### src/rtl/prim_arbiter_pkt_pkg.sv
// Shared types for the packet-aware round-robin arbiter.
package prim_arbiter_pkt_pkg;

  // IDLE: no owner, arbitrate every cycle. LOCKED: idx register owns the output.
  typedef enum logic {
    ArbIdle   = 1'b0,
    ArbLocked = 1'b1
  } arb_state_e;

endpackage

### src/rtl/prim_arbiter_pkt_pick.sv
// Masked-priority pick: lowest set bit of (valid & mask) if any, else lowest
// set bit of valid. Uses a prefix-OR chain whose XOR with its own shifted copy
// isolates the first set bit; the same finder is built twice.
module prim_arbiter_pkt_pick
  import prim_arbiter_pkt_pkg::*;
#(
  parameter  int N    = 4,
  localparam int IdxW = $clog2(N)
) (
  input  logic [N-1:0]    valid,
  input  logic [N-1:0]    mask,
  output logic [N-1:0]    onehot,
  output logic [IdxW-1:0] idx
);

  logic [N-1:0] masked;
  logic [N-1:0] pre_m;
  logic [N-1:0] pre_u;
  logic [N-1:0] oh_m;
  logic [N-1:0] oh_u;

  assign masked   = valid & mask;
  assign pre_m[0] = masked[0];
  assign pre_u[0] = valid[0];

  for (genvar gi = 1; gi < N; gi++) begin : g_prefix
    assign pre_m[gi] = pre_m[gi-1] | masked[gi];
    assign pre_u[gi] = pre_u[gi-1] | valid[gi];
  end

  assign oh_m = pre_m ^ {pre_m[N-2:0], 1'b0};
  assign oh_u = pre_u ^ {pre_u[N-2:0], 1'b0};

  // Masked candidates take precedence; the top prefix bit says whether any exist.
  assign onehot = pre_m[N-1] ? oh_m : oh_u;

  // Encode the one-hot winner into an index (zero when nobody is valid).
  always_comb begin
    idx = '0;
    for (int i = 0; i < N; i++) begin
      if (onehot[i]) idx = idx | IdxW'(i);
    end
  end

endmodule

### src/rtl/prim_arbiter_pkt.sv
// Packet-aware round-robin arbiter: one valid/ready output shared by N
// requesters. A winner keeps the grant until its last beat is accepted, or
// until it hits MaxBeats beats, in which case it is released with an err pulse.
module prim_arbiter_pkt
  import prim_arbiter_pkt_pkg::*;
#(
  parameter  int N        = 4,
  parameter  int DW       = 32,
  parameter  int MaxBeats = 16,
  localparam int IdxW     = $clog2(N)
) (
  input  logic            clk_i,
  input  logic            rst_i,
  input  logic [N-1:0]    in_valid_i,
  input  logic [N*DW-1:0] in_data_i,
  input  logic [N-1:0]    in_last_i,
  output logic [N-1:0]    in_ready_o,
  output logic            out_valid_o,
  output logic [DW-1:0]   out_data_o,
  output logic            out_last_o,
  output logic [IdxW-1:0] out_idx_o,
  input  logic            out_ready_i,
  output logic            err_o
);

  localparam int            BW        = $clog2(MaxBeats + 1);
  localparam logic [BW-1:0] MaxBeatsB = BW'(MaxBeats);

  arb_state_e    state_reg, state_next;
  logic [IdxW-1:0] idx_reg, idx_next;
  logic [N-1:0]  mask_reg, mask_next;
  logic [BW-1:0] beat_reg, beat_next;
  logic          err_reg, err_next;

  logic [N-1:0]    pick_onehot;
  logic [IdxW-1:0] pick_idx;
  logic [N-1:0]    owner_onehot;
  logic [IdxW-1:0] owner_idx;
  logic [N-1:0]    above_mask;
  logic [DW-1:0]   data_mux;
  logic            valid_mux;
  logic            last_mux;
  logic            hs;
  logic            release_now;
  logic [BW-1:0]   beat_inc;

  prim_arbiter_pkt_pick #(
    .N(N)
  ) u_pick (
    .valid  (in_valid_i),
    .mask   (mask_reg),
    .onehot (pick_onehot),
    .idx    (pick_idx)
  );

  // Current owner: the locked index, or this cycle's arbitration winner.
  always_comb begin
    owner_onehot = '0;
    owner_idx    = pick_idx;
    if (state_reg == ArbLocked) begin
      owner_onehot[idx_reg] = 1'b1;
      owner_idx             = idx_reg;
    end else begin
      owner_onehot = pick_onehot;
    end
  end

  // Round-robin pointer: requesters strictly above the owner get priority next.
  for (genvar gi = 0; gi < N; gi++) begin : g_above
    assign above_mask[gi] = (IdxW'(gi) > owner_idx);
  end

  // AND-OR output mux over the one-hot owner.
  always_comb begin
    data_mux = '0;
    for (int i = 0; i < N; i++) begin
      data_mux = data_mux | (in_data_i[i*DW +: DW] & {DW{owner_onehot[i]}});
    end
  end

  assign valid_mux   = |(in_valid_i & owner_onehot);
  assign last_mux    = |(in_last_i & owner_onehot);
  assign hs          = valid_mux & out_ready_i;
  assign beat_inc    = beat_reg + BW'(1);
  assign release_now = hs & (last_mux | (beat_inc == MaxBeatsB));

  assign out_valid_o = valid_mux & ~rst_i;
  assign in_ready_o  = owner_onehot & {N{out_ready_i & ~rst_i}};
  assign out_data_o  = rst_i ? '0 : data_mux;
  assign out_last_o  = last_mux & ~rst_i;
  assign out_idx_o   = rst_i ? '0 : owner_idx;
  assign err_o       = err_reg;

  // Grant FSM: lock on any presented beat, release on last or beat overrun.
  always_comb begin
    state_next = state_reg;
    idx_next   = idx_reg;
    mask_next  = mask_reg;
    beat_next  = beat_reg;
    err_next   = 1'b0;
    unique case (state_reg)
      ArbIdle: begin
        if (release_now) begin
          // Single-beat packet, or overrun on the first beat when MaxBeats=1.
          mask_next = above_mask;
          beat_next = '0;
          err_next  = ~last_mux;
        end else if (valid_mux) begin
          // Stalled or accepted non-last beat: grant must not move.
          state_next = ArbLocked;
          idx_next   = owner_idx;
          beat_next  = hs ? BW'(1) : '0;
        end
      end
      ArbLocked: begin
        if (release_now) begin
          state_next = ArbIdle;
          mask_next  = above_mask;
          beat_next  = '0;
          err_next   = ~last_mux;
        end else if (hs) begin
          beat_next = beat_inc;
        end
      end
      default: state_next = ArbIdle;
    endcase
  end

  // State registers with synchronous reset.
  always_ff @(posedge clk_i) begin
    if (rst_i) begin
      state_reg <= ArbIdle;
      idx_reg   <= '0;
      mask_reg  <= '0;
      beat_reg  <= '0;
      err_reg   <= 1'b0;
    end else begin
      state_reg <= state_next;
      idx_reg   <= idx_next;
      mask_reg  <= mask_next;
      beat_reg  <= beat_next;
      err_reg   <= err_next;
    end
  end

endmodule

### config.mk
export PLATFORM = sky130hd
export DESIGN_NAME = prim_arbiter_pkt
export DESIGN_NICKNAME = d
export VERILOG_FILES = /design/src/rtl/prim_arbiter_pkt_pkg.sv /design/src/rtl/prim_arbiter_pkt_pick.sv /design/src/rtl/prim_arbiter_pkt.sv
export SDC_FILE = /design/constraint.sdc
export NUM_CORES = 1
export LEC_CHECK = 0
export ABC_AREA = 1
export BUFFER_PORTS_ARGS = -buffer_cell sky130_fd_sc_hd__buf_2
export CORE_MARGIN = 2
export CORE_UTILIZATION = 40
export DETAILED_ROUTE_END_ITERATION = 16
export GPL_TIMING_DRIVEN = 1
export PLACE_DENSITY_LB_ADDON = 0.05
export SKIP_CTS_REPAIR_TIMING = 1
export SYNTH_ARGS = -nofsm -noshare
export SYNTH_HDL_FRONTEND = slang
export SYNTH_SLANG_ARGS = --single-unit
### constraint.sdc
create_clock -name clk_i -period 5.4 [get_ports clk_i]
set_clock_uncertainty 0.15 [all_clocks]
set_input_delay 1.08 -clock clk_i [delete_from_list [all_inputs] [get_ports clk_i]]
set_output_delay 1.08 -clock clk_i [all_outputs]
set_load 0.005 [all_outputs]
---- Word level (Yosys, flattened, before mapping) ----
Cells that the tools add are included.
storage, ports and cells
  logic and storage cells ................. 71
  flip-flop bits (word level) ............. 13
cells by class
  bitwise logic cells ..................... 29
  $add $sub $neg .......................... 1
  reduce and logical (&&, ||, !) cells .... 6
  order comparisons ....................... 6
  equal/unequal tests ..................... 3
  mux-type cells .......................... 21
operators with widths
  kind                   count
  $and A32 B32 Y32       4
  $or A32 B32 Y32        3
  $mux W32               1
  $mux W5                4
  $and A4 B4 Y4          4
  $mux W4                3
  $pmux W5 S2            1
  $mux W2                4
  $reduce_or A4 Y1       2
  $xor A4 B4 Y4          2
  $or A1 B1 Y1           7
  $mux W1                6
  $add A5 B1 Y5 const B  1
  $and A1 B1 Y1          5
  $eq A5 B5 Y1 const B   1
  $gt A1 B2 Y1 const A   2
  $gt A2 B2 Y1 const A   2
  $not A1 Y1             4
  $lt A2 B3 Y1 const B   1
  $ne A3 B1 Y1 const B   1
  $ne A3 B3 Y1 const B   1
  $reduce_and A3 Y1      1
  $demux W1 S2           1
  $ge A2 B1 Y1 const B   1
  other kinds (4)        4

---- Depth between registers and ports, before layout ----
Gate-level depths: netlist of the first run.
  depth in word-level cells ............... 14
  mapped depth ............................ 14

---- By module ----
From an unflattened synthesis of the first run, not the netlist that was laid out.
unflattened totals
  cells, all modules ...................... 330
  area, all modules ....................... 1806.7 um2
modules (own cells, without submodules)
  module                 cells an instance  times used  area each (um2)
  prim_arbiter_pkt       304                1           1680.4
  prim_arbiter_pkt_pick  26                 1           126.4

---- Least setup slack after synthesis of the first run ----
OpenSTA, ideal clock, no wires.
  path kind ............................... in2out
  from .................................... input in_valid_i[0]
  to ...................................... output out_data_o[0]
  setup slack ............................. 2.112 ns
  stages on the path ...................... 8
  arrival ................................. 2.058 ns
  path buffers ............................ 1
  cells stage by stage .................... nor2_1 > nand2_1 > nand2_1 > nand2_2 > nand2_2 > clkbuf_1 > nand2_1 > a41oi_1
between the ends
  word-level cells in the longest chain between the ends .. 11
ends and longest elaborated chain
  item                           RTL line                     RTL
  from (decl)                    prim_arbiter_pkt.sv:14       input logic [N-1:0] in_valid_i,
  $and A4 B4 Y4                  prim_arbiter_pkt_pick.sv:22  assign masked = valid & mask;
  $or A1 B1 Y1 (3 in series)     prim_arbiter_pkt_pick.sv:27  assign pre_m[gi] = pre_m[gi-1] | masked[gi];
  $mux W4 *                      prim_arbiter_pkt_pick.sv:35  assign onehot = pre_m[N-1] ? oh_m : oh_u;
  $mux W4 *                      prim_arbiter_pkt.sv:60       if (state_reg == ArbLocked) begin
  $and A32 B32 Y32               prim_arbiter_pkt.sv:77       data_mux = data_mux | (in_data_i[i*DW +: DW] & {DW{owner_onehot[i]}});
  $or A32 B32 Y32 (2 in series)  prim_arbiter_pkt.sv:77
  $or A32 B32 Y32 *              prim_arbiter_pkt.sv:77
  $mux W32 *                     prim_arbiter_pkt.sv:89       assign out_data_o = rst_i ? '0 : data_mux;
  to (decl)                      prim_arbiter_pkt.sv:19       output logic [DW-1:0] out_data_o,
Mark *: on every way between the ends. The rest lies on a longest branch, timed or not.

---- Worst setup path in the final report of the first run ----
  from .................................... input in_valid_i[1]
  to ...................................... output out_valid_o
between the ends
  word-level cells in the longest chain between the ends .. 10
ends and longest elaborated chain
  item                        RTL line                     RTL
  $and A4 B4 Y4               prim_arbiter_pkt_pick.sv:22
  $or A1 B1 Y1 (3 in series)  prim_arbiter_pkt_pick.sv:27
  $xor A4 B4 Y4               prim_arbiter_pkt_pick.sv:31  assign oh_m = pre_m ^ {pre_m[N-2:0], 1'b0};
  $mux W4                     prim_arbiter_pkt_pick.sv:35
  $mux W4                     prim_arbiter_pkt.sv:60
  $and A4 B4 Y4 *             prim_arbiter_pkt.sv:81       assign valid_mux = |(in_valid_i & owner_onehot);
  $reduce_or A4 Y1 *          prim_arbiter_pkt.sv:81
  $and A1 B1 Y1 *             prim_arbiter_pkt.sv:87       assign out_valid_o = valid_mux & ~rst_i;
  to (decl)                   prim_arbiter_pkt.sv:18       output logic out_valid_o,
Marks and branches as above.

==> results.sh, run 1 <==
export IMPL_drtAntennaViolNets=0
export IMPL_placed_cells=539
export IMPL_hold_viol=0
export IMPL_vdd_ir_drop_max_mv=0.182
export IMPL_hold_path_class="flop to flop"
export IMPL_synth_area_leader_cell="nand2_1"
export IMPL_via_per_inst=5.42
export IMPL_ys_types=28
export IMPL_cp_arrival_ps=2750
export IMPL_dr_pass1_iters=4
export IMPL_synth_edf_count=0
export IMPL_drtIter0Drc=173
export IMPL_synth_most_common_cell="nand2_1"
export IMPL_synth_top_cells_by_count="100 x nand2_1, 75 x nand3_1, 32 x a41oi_1"
export IMPL_drc=0
export IMPL_synthCells=328
export IMPL_ys_warnings_count=0
export IMPL_gp_congestion=0.833
export IMPL_h_tree_depth=1
export IMPL_total_power_uw=1210
export IMPL_async_flop_share_pct=0
export IMPL_wire_per_inst_um=14.6
export IMPL_grt_pass1_wl_mm=11.7
export IMPL_cts_buffer_depth=2
export IMPL_ios=180
export IMPL_die_w_um=73.7
export IMPL_ctsRootBufferMaster="clkbuf_8"
export IMPL_ys_flop_type="dfxtp_1"
export IMPL_syn_avg_cell_area_um2=5.92
export IMPL_postSynthNetCount=468
export IMPL_cts_sinks=12
export IMPL_core_region_area_mm2=0.00469
export IMPL_area_growth_pct=47.3
export IMPL_status="completed"
export IMPL_antenna_found_initial=0
export IMPL_nNetsFinal=630
export IMPL_insertion_delay_ps=250
export IMPL_fp_row_count=25
export IMPL_crit_fanout=35
export IMPL_stdcell_count=542
export IMPL_num_vias=2939
export IMPL_dp_slack_ps=1390
export IMPL_cts_buffers=3
export IMPL_worst_slack_ps=1420
export IMPL_grt_max_degree=44
export IMPL_track_usage_pct=26.9
export IMPL_end_kind="output port"
export IMPL_min_period_ps=3980
export IMPL_drv_cap=0
export IMPL_dr_wl_met3_um=592
export IMPL_critPathKind="input port to output port"
export IMPL_die_height_um=73.7
export IMPL_portBuffers=179
export IMPL_wl_met2_mm=4.03
export IMPL_syn_area_mm2=0.00194
export IMPL_fin_hold_ws_ps=340
export IMPL_die_area_mm2=0.00542
export IMPL_finalCritPeriodShare_pct=73.7
export IMPL_first_global_vias=2564
export IMPL_p_leak_uw=0.00145
export IMPL_setup_viol=0
export IMPL_crit_path_start_kind="input port"
export IMPL_drive_above_1_share_pct=44.9
export IMPL_dp_hpwl_mm=5.98
export IMPL_met1_length_mm=3.17
export IMPL_drt_total_wl_mm=7.94
export IMPL_start_util_pct=41.4
export IMPL_diodes=0
export IMPL_synth_top_area_share_pct=19.3
export IMPL_largest_reg_flops=5
export IMPL_slew_viol_final=0
export IMPL_path_clk_slew_ps=50
export IMPL_max_slew_margin_rel_pct=48.0
export IMPL_yosysSeqAreaShare_pct=12.4
export IMPL_fin_setup_tns_ps=0
export IMPL_max_freq_mhz=251
export IMPL_synth_area_top_cells="nand2_1 19%, nand3_1 19%, a41oi_1 14%, dfxtp_1 12%, clkbuf_1 4.4%"
export IMPL_tightest_slew_ps=779
export IMPL_rsz0062_at_grt="no"
export IMPL_cts_tree="yes"
export IMPL_ys_seq_elements=12
export IMPL_highest_layer="met4"
export IMPL_required_ps=4170
export IMPL_grt_ovfl_total=0
export IMPL_p_per_area_mw_per_mm2=425
==> worst max-delay path, stage by stage <==
cell and delay (ps):
buf_2 140, nand2_2 110, nand4_2 120, nand3_2 550, nand3_1 280, nand2_2 130
nor2_8 150, nor2_1 50, buf_2 140
==> placed cells by master, fill, tap and decap left out, types with 2 or more instances in the layout <==
cell type,count
nand3_2,6
buf_4,3
a21oi_2,2
dfxtp_1,12
nand2_1,100
nor2_8,2
nand3_1,75
nand2_4,3
inv_2,3
inv_1,15
nor2_2,2
nand2_2,9
nor2_1,16
buf_2,179
o21ai_0,3
clkbuf_8,3
a21oi_1,11
xor2_1,2
a41oi_1,32
==> layout make-up <==
cell class | count | area, µm²
multi-input cells | 272 | 1510
flip-flops and latches | 12 | 240
inverters | 19 | 78.8
clock buffers | 3 | 41.3
repair buffers | 182 | 918
fillers | 501 | 1830
well taps | 54 | 67.6
==> power breakdown <==
part	switching, µW	internal, µW
clock network	33.5	49.2
registers	40.9	122
logic	621	347
total	696	518
==> cell families (layout without fill, tap and decap cells) <==
group | after synthesis | after routing | share of synthesized area [%]
compound gates | 50 | 50 | 19.9
fa+ha+maj | 1 | 1 | 0.645
buf+inv | 44 | 204 | 9.67
simple gates | 219 | 219 | 56.5
flops | 12 | 12 | 12.4
xor+xnor | 2 | 2 | 0.903
==> final timing paths <==
check / slack (ps) / start / depth (start not counted) / to
worst max-delay path: 1420 / in_valid_i[1] / 9 / out_valid_o
worst max register to register: 2700 / state_reg / 9 / idx_reg[0]
worst min-delay path: 340 / mask_reg[2] / 2 / mask_reg[2]
worst min register to register: 340 / mask_reg[2] / 2 / mask_reg[2]
==> per-layer routing <==
layer,global-route usage (%),vias to the layer above
li1,-,1469
met1,34.2,1313
met2,46.7,138
met3,4.66,19
met4,6.46,0
met5,0,-
==> through the flow <==
| stage | utilization [%] | cell area [µm²] |
|---|---|---|
| floorplan | - | 1940 |
| global placement | 60.1 | 2820 |
| detailed placement | 60.1 | 2820 |
| CTS | 60.9 | 2860 |
| global route | 60.9 | 2860 |
| finish | 60.9 | 2860 |
Note: power is estimated with default switching activity, not from simulation.
==> run 2: changes to the inputs <==
--- a/config.mk
+++ b/config.mk
@@ -8,7 +8,7 @@
 export ABC_AREA = 1
 export BUFFER_PORTS_ARGS = -buffer_cell sky130_fd_sc_hd__buf_2
 export CORE_MARGIN = 2
-export CORE_UTILIZATION = 40
+export CORE_UTILIZATION = 38
 export DETAILED_ROUTE_END_ITERATION = 16
 export GPL_TIMING_DRIVEN = 1
 export PLACE_DENSITY_LB_ADDON = 0.05
==> constraint.sdc (replaced) <==
create_clock -name clk_i -period 3.7 [get_ports clk_i]
set_clock_uncertainty 0.15 [all_clocks]
set_input_delay 0.74 -clock clk_i [delete_from_list [all_inputs] [get_ports clk_i]]
set_output_delay 0.74 -clock clk_i [all_outputs]
set_load 0.005 [all_outputs]
==> run 2 against run 1 <==
  * Critical path depth decreased by 1
  * Core utilization decreased by 2.2 points
  * Wire length increased by 4.0%
  * Sequential share of layout area decreased by 0.24 points
  * Worst setup slack got worse by 900 ps
  * Sequential power increased by 45%
  * First-iteration DRC count increased by 9.2%
  * Cell count increased by 4.1%
  * Clock power increased by 76%
  * Global-route usage increased by 0.21 points
  * Worst hold slack improved by 2.1 ps
  * Non-clock buffer count increased by 5
==> results.sh, run 2 (synthesized netlist as in run 1, its figures left out) <==
export IMPL_path_delay_family="flip-flops"
export IMPL_nNetsFinal=635
export IMPL_drt_total_wl_mm=8.25
export IMPL_reg2reg_slack_ps=1190
export IMPL_drc=0
export IMPL_crit_cells=8
export IMPL_die_height_um=75.5
export IMPL_critPathCapture="out_data_o[20]"
export IMPL_drv_cap=0
export IMPL_hold_path_class="flop to flop"
export IMPL_ios=180
export IMPL_dp_hpwl_mm=6.41
export IMPL_cpMostUsedCell="nand2_1"
export IMPL_cp_slowest_cell="dfxtp_1"
export IMPL_max_slew_margin_rel_pct=52.0
export IMPL_critical_path_buf_inv_count=3
export IMPL_die_area_mm2=0.00569
export IMPL_vdd_ir_drop_max_mv=0.275
export IMPL_dr_pass1_iters=5
export IMPL_p_per_area_mw_per_mm2=628
export IMPL_insertion_delay_ps=240
export IMPL_crit_chain="inv_8, nor2_4, nand2_1, nand2_2, buf_12, nand2_1, a41oi_1, buf_2"
export IMPL_ctsRootBufferMaster="clkbuf_8"
export IMPL_wire_per_inst_um=14.6
export IMPL_gp_congestion=0.957
export IMPL_max_freq_mhz=315
export IMPL_reg2reg_depth=9
export IMPL_portBuffers=179
export IMPL_crit_start="state_reg"
export IMPL_fin_setup_tns_ps=0
export IMPL_start_util_pct=38.7
export IMPL_p_leak_uw=0.00149
export IMPL_timing_rr_end="idx_reg[0]"
export IMPL_min_period_ps=3180
export IMPL_diodes=0
export IMPL_total_power_uw=1850
export IMPL_final_cell_mix="179 x buf_2, 100 x nand2_1, 75 x nand3_1, 32 x a41oi_1, 16 x nor2_1"
export IMPL_path_clk_slew_ps=60
export IMPL_fp_row_count=26
export IMPL_core_region_area_mm2=0.00501
export IMPL_h_tree_depth=1
export IMPL_tightest_slew_ps=719
export IMPL_grt_pass1_wl_mm=12.2
export IMPL_crit_path_start_kind="flop"
export IMPL_crit_fanout=19
export IMPL_die_w_um=75.5
export IMPL_drtIter0Drc=189
export IMPL_first_global_vias=2522
export IMPL_cp_arrival_ps=2290
export IMPL_end_kind="output port"
export IMPL_critPathKind="flop to output port"
export IMPL_cts_buffer_depth=2
export IMPL_antenna_found_initial=0
export IMPL_drive_above_1_share_pct=45.5
export IMPL_drtAntennaViolNets=0
export IMPL_finalCritPeriodShare_pct=85.9
export IMPL_cts_tree="yes"
export IMPL_hold_viol=0
export IMPL_required_ps=2810
export IMPL_cts_sinks=12
export IMPL_slowest_delay_ps=660
export IMPL_setup_viol=0
export IMPL_largest_reg_flops=5
export IMPL_via_per_inst=5.30
export IMPL_status="completed"
export IMPL_layout_commonest_cell="buf_2"
export IMPL_rsz0062_at_grt="no"
export IMPL_num_vias=2991
export IMPL_reg2reg_from="state_reg"
export IMPL_slew_viol_final=0
export IMPL_track_usage_pct=27.1
export IMPL_area_growth_pct=51.6
export IMPL_grt_max_degree=37
export IMPL_grt_ovfl_total=0
export IMPL_cts_buffers=3
==> run 2: cell count changes in the layout (fill, tap and decap cells not counted), sizes merged <==
cell and change:
buf +5, clkbuf +1
==> run 2: how the worst min path moves through the flow <==
stage	start	slack, ps	end	cells after the start
2_1_floorplan	mask_reg[3]	300	mask_reg[3]	2
3_3_place_gp	mask_reg[3]	330	mask_reg[3]	2
3_5_place_dp	mask_reg[3]	330	mask_reg[3]	2
4_1_cts	mask_reg[3]	340	mask_reg[3]	2
5_1_grt	mask_reg[3]	350	mask_reg[3]	2
6_report	mask_reg[3]	340	mask_reg[3]	2
==> run 2: power by group <==
part           internal (µW)  leakage, µW  switching, µW
sequential               178    0.0000985           58.4
combinational            541      0.00136            923
clock                   94.1    0.0000288           51.6
total                    814      0.00149           1030
==> run 2: per-layer routing <==
| metal | global-route usage, % | vias to the layer above | share of wire, % | wire [µm] |
|---|---|---|---|---|
| li1 | - | 1484 | - | - |
| met1 | 35.8 | 1371 | 40 | 3320 |
| met2 | 44.1 | 120 | 50 | 4160 |
| met3 | 5.29 | 16 | 7.0 | 576 |
| met4 | 9.16 | 0 | 2.3 | 193 |
| met5 | 0 | - | 0 | 0 |
==> run 2: layout make-up <==
class	instances	area, µm²
Fill cell	546	2070
Multi-Input combinational cell	272	1510
Timing Repair Buffer	187	968
Sequential cell	12	240
Tap cell	70	87.6
Inverter	19	78.8
Clock buffer	4	55.1
==> run 2: per-stage QoR <==
stage	hold slack [ps]	utilization (%)	setup slack (ps)	area, µm²	cells
after detailed placement	330	57.6	542	2890	560
after floorplan	301	-	1090	1940	328
final	342	58.7	520	2940	564
after CTS	340	58.7	529	2940	564
after global routing	353	58.7	378	2940	564
after global placement	333	57.6	574	2890	560
==> run 2: tightest hold or removal path: cells and delay by family (launching register included) <==
family | cells | cell delay [ps]
AO/OA/AOI/OAI | 1 | 50
flip-flops | 1 | 330
AND/OR/NAND/NOR | 1 | 70
